<file path="src/rtl/control_seq.sv">
// Multi-cycle control sequencer for the accumulator datapath: decodes TypeBit/OP,
// stretches load/store over MEM_LAT cycles, and tracks halt, illegal ops and retirements.
module control_seq #(
  parameter int unsigned OP_W    = 4,
  parameter int unsigned MEM_LAT = 2,
  parameter int unsigned CNT_W   = 16
) (
  input  logic             Clk,
  input  logic             Reset_n,
  input  logic             Start,
  input  logic             TypeBit,
  input  logic [OP_W-1:0]  OP,
  output logic             RegWrite,
  output logic             AccWrite,
  output logic             Branch,
  output logic             ReadMem,
  output logic             WriteMem,
  output logic             LookUp,
  output logic             of0,
  output logic             isMem,
  output logic             Halt,
  output logic             PCEn,
  output logic             Busy,
  output logic             Done,
  output logic             IllegalOp,
  output logic [CNT_W-1:0] InstrCount
);

  localparam int unsigned LAT_W = (MEM_LAT > 1) ? $clog2(MEM_LAT) : 1;

  localparam logic [OP_W-1:0] OP_TAKE   = OP_W'(0);
  localparam logic [OP_W-1:0] OP_PUT    = OP_W'(1);
  localparam logic [OP_W-1:0] OP_LOAD   = OP_W'(2);
  localparam logic [OP_W-1:0] OP_STORE  = OP_W'(3);
  localparam logic [OP_W-1:0] OP_XOR    = OP_W'(4);
  localparam logic [OP_W-1:0] OP_NAND   = OP_W'(5);
  localparam logic [OP_W-1:0] OP_SHL    = OP_W'(6);
  localparam logic [OP_W-1:0] OP_SHR    = OP_W'(7);
  localparam logic [OP_W-1:0] OP_LOOKUP = OP_W'(8);
  localparam logic [OP_W-1:0] OP_LSN    = OP_W'(9);
  localparam logic [OP_W-1:0] OP_EQL    = OP_W'(10);
  localparam logic [OP_W-1:0] OP_ADD    = OP_W'(11);
  localparam logic [OP_W-1:0] OP_SUB    = OP_W'(12);
  localparam logic [OP_W-1:0] OP_OF0    = OP_W'(13);
  localparam logic [OP_W-1:0] OP_HALT   = OP_W'(14);
  localparam logic [OP_W-1:0] OP_RSVD   = OP_W'(15);

  typedef enum logic [1:0] {IDLE, RUN, MEM_WAIT, HALTED} state_t;

  state_t           state;
  logic [LAT_W-1:0] waitCnt;

  logic isLoad, isStore, retire, goHalt, goWait, markIllegal;

  assign isLoad  = (OP == OP_LOAD);
  assign isStore = (OP == OP_STORE);

  // Control decode; everything outside RUN/MEM_WAIT reads zero
  always_comb begin
    RegWrite    = 1'b0;
    AccWrite    = 1'b0;
    Branch      = 1'b0;
    ReadMem     = 1'b0;
    WriteMem    = 1'b0;
    LookUp      = 1'b0;
    of0         = 1'b0;
    isMem       = 1'b0;
    Halt        = 1'b0;
    PCEn        = 1'b0;
    retire      = 1'b0;
    goHalt      = 1'b0;
    goWait      = 1'b0;
    markIllegal = 1'b0;
    case (state)
      RUN: begin
        if (TypeBit) begin
          Branch = 1'b1;
          retire = 1'b1;
        end else if (isLoad || isStore) begin
          ReadMem  = isLoad;
          WriteMem = isStore;
          isMem    = isLoad;
          if (MEM_LAT == 1) begin
            AccWrite = isLoad;
            PCEn     = 1'b1;
            retire   = 1'b1;
          end else begin
            goWait = 1'b1;
          end
        end else begin
          PCEn   = 1'b1;
          retire = 1'b1;
          case (OP)
            OP_TAKE, OP_XOR, OP_NAND, OP_SHL, OP_SHR,
            OP_LSN, OP_EQL, OP_ADD, OP_SUB: AccWrite = 1'b1;
            OP_PUT:    RegWrite = 1'b1;
            OP_LOOKUP: begin
              LookUp   = 1'b1;
              AccWrite = 1'b1;
            end
            OP_OF0:    of0 = 1'b1;
            OP_HALT: begin
              Halt   = 1'b1;
              PCEn   = 1'b0;
              goHalt = 1'b1;
            end
            default:   markIllegal = (OP >= OP_RSVD);
          endcase
        end
      end
      MEM_WAIT: begin
        ReadMem  = isLoad;
        WriteMem = isStore;
        isMem    = isLoad;
        if (waitCnt == LAT_W'(1)) begin
          AccWrite = isLoad;
          PCEn     = 1'b1;
          retire   = 1'b1;
        end
      end
      default: ;
    endcase
  end

  // State, status flags and saturating retire counter
  always_ff @(posedge Clk or negedge Reset_n) begin
    if (!Reset_n) begin
      state      <= IDLE;
      waitCnt    <= '0;
      Busy       <= 1'b0;
      Done       <= 1'b0;
      IllegalOp  <= 1'b0;
      InstrCount <= '0;
    end else begin
      if (retire && (InstrCount != {CNT_W{1'b1}}))
        InstrCount <= InstrCount + CNT_W'(1);
      if (markIllegal)
        IllegalOp <= 1'b1;
      case (state)
        IDLE: begin
          if (Start) begin
            state <= RUN;
            Busy  <= 1'b1;
          end
        end
        RUN: begin
          if (goHalt) begin
            state <= HALTED;
            Busy  <= 1'b0;
            Done  <= 1'b1;
          end else if (goWait) begin
            state   <= MEM_WAIT;
            waitCnt <= LAT_W'(MEM_LAT - 1);
          end
        end
        MEM_WAIT: begin
          waitCnt <= waitCnt - LAT_W'(1);
          if (waitCnt == LAT_W'(1))
            state <= RUN;
        end
        HALTED: begin
          if (Start) begin
            state      <= RUN;
            Busy       <= 1'b1;
            Done       <= 1'b0;
            IllegalOp  <= 1'b0;
            InstrCount <= '0;
          end
        end
        default: state <= IDLE;
      endcase
    end
  end

endmodule

</file>
<file path="config.mk">
export PLATFORM = sky130hd
export DESIGN_NAME = control_seq
export DESIGN_NICKNAME = d
export VERILOG_FILES = /design/src/rtl/control_seq.sv
export SDC_FILE = /design/constraint.sdc
export NUM_CORES = 1
export LEC_CHECK = 0
export ABC_AREA = 1
export CORE_MARGIN = 2
export CORE_UTILIZATION = 45
export CTS_CLUSTER_DIAMETER = 50
export CTS_CLUSTER_SIZE = 14
export DETAILED_ROUTE_END_ITERATION = 8
export GPL_TIMING_DRIVEN = 0
export MAX_ROUTING_LAYER = met4
export PLACE_DENSITY_LB_ADDON = 0.05
export SLEW_MARGIN = 5
export SYNTH_ARGS = -nofsm -noshare
export SYNTH_HDL_FRONTEND = slang
export SYNTH_SLANG_ARGS = --single-unit
</file>
<file path="constraint.sdc">
create_clock -name Clk -period 2.45 [get_ports Clk]
set_clock_uncertainty 0.15 [all_clocks]
set_input_delay 0.3675 -clock Clk [delete_from_list [all_inputs] [get_ports Clk]]
set_output_delay 0.3675 -clock Clk [all_outputs]
set_load 0.05 [all_outputs]
</file>
==> impl_metrics.csv, run 1 <==
group,metric,value,unit
timing,post-route-period-util,96.91,%
critical_path,required,1930,ps
clocking,cts_buffers,3,
timing,rsz0062_at_grt,"yes",
timing,tightestPinTransition,1034,ps
critical_path,end_kind,"primary output",
critical_path,startpoint_type,"register",
grt,grt_pass1_wl,6.803,mm
detailed_routing,wirelength,3.907,mm
clocking,cts-root-buf,"clkbuf_4",
cells_and_area,final_cell_count_no_fill,328,
placement,place_inst,320,
grt,antenna_found_initial,0,
detailed_routing,vias,1648,
power,p_total,1.922,mW
cells_and_area,multi_input_area,925.9,sq um
power,p_leak,0.9878,nW
cells_and_area,antenna_cells,0,
placement,place_hpwl,2.894,mm
timing,slew_headroom,30.84,%
cells_and_area,areaGrowthSynthToFinish,31.28,%
logic_synthesis,synth.most_common_cell,"nand2_1",
cells_and_area,final_area,0.002111,sq mm
timing,post-route-worst-setup-slack,75.79,ps
clocking,clockBufferDepth,2,
logic_synthesis,synth_top_area_share,34.24,%
cells_and_area,finalNetCount,295,
logic_synthesis,synth_edf_count,0,
timing,setup_viol,0,
cells_and_area,nFillCells,317,
floorplanning,die_w,63.78,microns
critical_path,critPathArrivalTime,1860,ps
grt,track_usage,21.31,%
detailed_routing,drt.antenna.violating_nets,0,
placement,gp_congestion,0.8890,
logic_synthesis,synth_area,0.001608,sq mm
grt,gr-total-overflow,0,
clocking,holdBufCountCts,0,
clocking,clock_sinks,22,
grt,grt_max_degree,23,
floorplanning,die_h,63.78,microns
critical_path,criticalPathCategory,"reg -> out",
logic_synthesis,synth_common_cells,"nand2_1 (66), nor2_1 (39), inv_1 (31)",
logic_synthesis,synthArstFlopShare,100.0,%
detailed_routing,routedWlPerCell,11.91,microns
logic_synthesis,synth.avg_cell_area,6.755,sq um
timing,final-max-slew-violation-count,0,
logic_synthesis,synth_nets,250,
cells_and_area,drive_gt1_share,15.60,%
clocking,clkTransAtPathRegs,120,ps
detailed_routing,first_pass_iters,4,
power,ir_drop,0.5865,mV
detailed_routing,post-route-drc-count,0,
detailed_routing,routed_via_density,5.024,
worst_hold_path,hp-class,"reg -> reg",
logic_synthesis,synth_top_cell_by_area,"dfrtp_1",
clocking,htree_levels,1,
placement,placed_area,0.002041,sq mm
timing,clock.fmax,421.2,MHz
floorplanning,design.portCount,37,
floorplanning,rows,21,
flow_run,cap_violations,0,
logic_synthesis,yosysSeqAreaShare,34.24,%
clocking,clk_latency,330,ps
critical_path,regToRegSetupSlack,480,ps
logic_synthesis,syn-instance-count,238,
clocking,cts_tree,"built",
floorplanning,core,0.003390,sq mm
timing,fin_setup_tns,0,ps
logic_synthesis,synth_cell_types,29,
floorplanning,die-area,0.004067,sq mm
placement,io_buffer_count,36,
floorplanning,initial_utilization,47.43,%
logic_synthesis,netlist_top_cells_area,"dfrtp_1 (34%), nand2_1 (15%), nor2_1 (9.1%)",
logic_synthesis,synth-main-ff-cell,"dfrtp_1",
cells_and_area,seqCellArea,550.5,sq um
logic_synthesis,synth_warnings,0,
outcome,outcome,"finished, final reports clean",
timing,fin_crit,2374,ps
power,p_per_area,910.4,mW/mm^2
detailed_routing,drt_iter0_markers,93,
logic_synthesis,ys_ff_latch,22,
grt,grt_pass1_vias,1453,
critical_path,critPathMaxFanout,3,
placement,dp_slack,-410.0,ps
timing,final_hold_viol_count,0,
where the power goes:
part           switching [mW]  internal [mW]  total, mW
combinational           0.767          0.430       1.20
sequential             0.0766          0.437      0.513
clock                   0.121         0.0909      0.212
total                   0.964          0.957       1.92
timing repair:
item | in CTS | in global routing
setup buffers | 0 | 4
endpoints found under the setup margin | 10 | 9
gates resized for setup | 37 | 11
pin swaps | 0 | 1
gates cloned | 0 | 0
logic make-up (layout without fill, tap and decap cells):
kind of cell,count (synthesis),count (layout),synth area share [%]
buffers and inverters,37,81,10.35
flip-flops,22,22,34.24
XOR/XNOR,2,2,1.090
AO/OA/AOI/OAI,31,31,10.66
AND/OR/NAND/NOR,142,142,40.55
adder cells (fa/ha/maj),4,4,3.113
stage by stage:
step	util [%]	hold WS, ps
2_1_floorplan	-	-78.09
3_3_place_gp	60.21	327.7
3_5_place_dp	60.21	331.8
4_1_cts	60.69	365.6
5_1_grt	62.27	391.3
6_report	62.27	356.7
final timing paths:
| kind | endpoint | depth (start not counted) | from |
|---|---|---|---|
| worst max-delay path | isMem | 7 | state[1] |
| worst min-delay path | IllegalOp | 1 | IllegalOp |
| worst max register to register | InstrCount[11] | 11 | InstrCount[0] |
| worst min register to register | IllegalOp | 1 | IllegalOp |
| max in group asynchronous | Done | 1 | Reset_n |
| min in group asynchronous | InstrCount[0] | 1 | Reset_n |
cells in the final DEF, fill, tap and decap left out, types with 3 or more instances in the layout:
cell / instances
buf_4: 6
inv_1: 29
a21oi_1: 16
nor2_4: 4
clkbuf_4: 3
nand4_1: 10
dfrtp_1: 22
buf_6: 3
nand2_2: 7
inv_2: 4
o21ai_0: 9
nor2_1: 39
clkdlybuf4s50_1: 26
nand3_1: 8
nand2_1: 64
worst max-delay path, cell delays in order (launching register included):
cell	delay (ps)
dfrtp_1	410
buf_4	140
ha_2	280
inv_2	80
o211ai_1	140
nor3_2	220
buf_4	140
buf_6	140
registers in the layout (all words and copies together), names as in the netlist:
name / cells
InstrCount: 16
state: 2
Busy: 1
Done: 1
IllegalOp: 1
waitCnt: 1
area by class of cell:
cell class / instances / area share [%]
sequential: 22 / 26.08
clock buffer: 4 / 1.719
inverter: 34 / 6.046
multi-input combinational: 179 / 43.86
tap: 46 / 2.727
timing repair buffer: 40 / 17.72
buffer: 3 / 1.838
routing by layer:
| metal | share of wire, % | global-route usage, % | up-vias | routed length (microns) |
|---|---|---|---|---|
| met1 | 53 | 31.91 | 758 | 2078 |
| met4 | 1.1 | 5.978 | 0 | 44 |
| met5 | 0 | - | - | 0 |
| met3 | 3.4 | 2.113 | 5 | 132 |
| met2 | 42 | 30.66 | 36 | 1652 |
| li1 | - | - | 849 | - |
(Power assumes the default switching activity.)
==> run 2: changes to the inputs <==
--- a/config.mk
+++ b/config.mk
@@ -7,11 +7,11 @@
 export LEC_CHECK = 0
 export ABC_AREA = 1
 export CORE_MARGIN = 2
-export CORE_UTILIZATION = 45
+export CORE_UTILIZATION = 30
+export CTS_BUF_LIST = sky130_fd_sc_hd__clkbuf_16
 export CTS_CLUSTER_DIAMETER = 50
 export CTS_CLUSTER_SIZE = 14
 export DETAILED_ROUTE_END_ITERATION = 8
-export GPL_TIMING_DRIVEN = 0
 export MAX_ROUTING_LAYER = met4
 export PLACE_DENSITY_LB_ADDON = 0.05
 export SLEW_MARGIN = 5
==> run 2 against run 1 <==
  * Via count down 3.9%
  * Worst setup slack improved by 87 ps
  * Final area increased by 6.8%
  * Critical path depth is the same
  * Utilization shrank 18 points
  * Critical endpoint unchanged
  * Non-clock buffer count shrank 3
  * Global-route usage fell by 5.1 points
  * Combinational power fell by 7%
==> impl_metrics.csv, run 2 (synthesis gave the netlist of run 1 again) <==
group,metric,value,unit
timing,fin_crit,2287,ps
clocking,htree_levels,1,
timing,tightestPinTransition,498.9,ps
timing,clock.fmax,437.2,MHz
clocking,clk_latency,260,ps
clocking,clock_sinks,22,
timing,post-route-period-util,93.37,%
clocking,cts_resized,0,
timing,final-max-slew-violation-count,0,
power,p_total,2.101,mW
detailed_routing,routed_via_density,4.536,
placement,gp_congestion,0.8347,
critical_path,cp_slowest_stage_delay,400,ps
flow_run,cap_violations,0,
clocking,cts_buffers,3,
floorplanning,core,0.005140,sq mm
critical_path,cp_slowest_cell,"dfrtp_1",
clocking,cts_setup_buffers,0,
clocking,holdBufCountCts,0,
critical_path,critPathMaxFanout,4,
floorplanning,rows,26,
timing,final_hold_viol_count,0,
detailed_routing,routedWlPerCell,12.32,microns
critical_path,crit_family,"simple AND/OR/NAND/NOR gates",
timing,timing.hold.ws,317.5,ps
power,p_leak,1.023,nW
floorplanning,design.portCount,37,
clocking,cts-root-buf,"clkbuf_16",
critical_path,cpMostUsedCell,"inv_1",
cells_and_area,reg_top3,"InstrCount x16, state x2",
cells_and_area,largest-register,"InstrCount",
floorplanning,die-area,0.005961,sq mm
outcome,outcome,"finished, final reports clean",
grt,gr-total-overflow,0,
critical_path,cp_num_buf_inv,3,
power,ir_drop,0.6666,mV
critical_path,critPathArrivalTime,1770,ps
detailed_routing,vias,1583,
clocking,clockBufferDepth,2,
grt,grt_pass1_vias,1615,
critical_path,criticalPathCategory,"reg -> out",
critical_path,worstPathCellList,"inv_1 -> ha_1 -> nand2_1 -> inv_1 -> o211ai_1 -> nor3_2 -> buf_12",
cells_and_area,areaGrowthSynthToFinish,40.23,%
detailed_routing,first_pass_iters,4,
cells_and_area,mostFrequentLayoutCell,"nand2_1",
grt,grt_pass1_wl,7.700,mm
critical_path,startpoint_type,"register",
timing,rsz0062_at_grt,"no",
grt,track_usage,16.24,%
worst_hold_path,hp-class,"in -> async",
floorplanning,initial_utilization,31.28,%
detailed_routing,drt_iter0_markers,85,
placement,place_hpwl,3.240,mm
floorplanning,die_h,77.21,microns
placement,io_buffer_count,36,
timing,slew_headroom,66.63,%
detailed_routing,post-route-drc-count,0,
floorplanning,die_w,77.21,microns
clocking,clkTransAtPathRegs,70,ps
detailed_routing,drt.antenna.violating_nets,0,
grt,grt_max_degree,23,
critical_path,required,1930,ps
clocking,cts_tree,"built",
critical_path,end_kind,"primary output",
cells_and_area,largest_register_ffs,16,
cells_and_area,most-common-layout-cells,"nand2_1 (66), nor2_1 (39), inv_1 (31)",
grt,antenna_found_initial,0,
cells_and_area,finalNetCount,292,
cells_and_area,drive_gt1_share,13.26,%
cells_and_area,antenna_cells,0,
timing,setup_viol,0,
power,p_per_area,932.0,mW/mm^2
detailed_routing,wirelength,4.301,mm
-- run 2: routing by layer --
metal | track usage, % | share of wire, % | vias to the layer above
met2 | 29.04 | 51 | 34
met3 | 2.118 | 4.0 | 2
met4 | 3.393 | 0.58 | 0
li1 | - | - | 838
met1 | 19.52 | 44 | 709
met5 | - | 0 | -
-- run 2: metrics by stage --
step                instances  TNS [ps]  setup slack (ps)  util (%)  area, sq um
detailed placement        345         0             197.9     41.82         2150
CTS                       349         0             130.1     43.87         2255
floorplan                 238    -68.64            -68.64         -         1623
global route              349         0             18.24     43.87         2255
finish                    349         0             162.5     43.87         2255
global placement          345         0             232.6     41.82         2150
-- run 2: path summary, 6_finish.rpt --
path	end	slack (ps)	depth (start not counted)	start
worst max-delay path	isMem	160	7	state[1]
worst min-delay path	InstrCount[2]	320	2	Reset_n
worst max register to register	InstrCount[11]	480	10	InstrCount[0]
worst min register to register	Busy	340	2	Busy
max in group asynchronous	Done	1590	2	Reset_n
min in group Clk	Busy	340	2	Busy
-- run 2: report_power, final --
group / switching, mW / internal, mW
Combinational: 0.752 / 0.363
Clock: 0.147 / 0.325
Sequential: 0.0773 / 0.438
Total: 0.976 / 1.13
-- run 2: worst reg2reg max path, cell delays in order, from the launching register on --
cell	delay [ps]
dfrtp_1	440
ha_1	280
nand2_2	120
nor2_4	50
nand2_2	90
inv_2	50
nand2_4	100
inv_2	50
nor2_4	310
nand2_1	100
a21oi_1	140
-- run 2: area by class of cell --
cell class	count	area, sq um
Inverter	34	127.6
Fill cell	559	2885
Clock inverter	1	30.03
Multi-Input combinational cell	179	905.9
Tap cell	70	87.58
Clock buffer	3	75.07
Sequential cell	22	550.5
Timing Repair Buffer	40	478.0
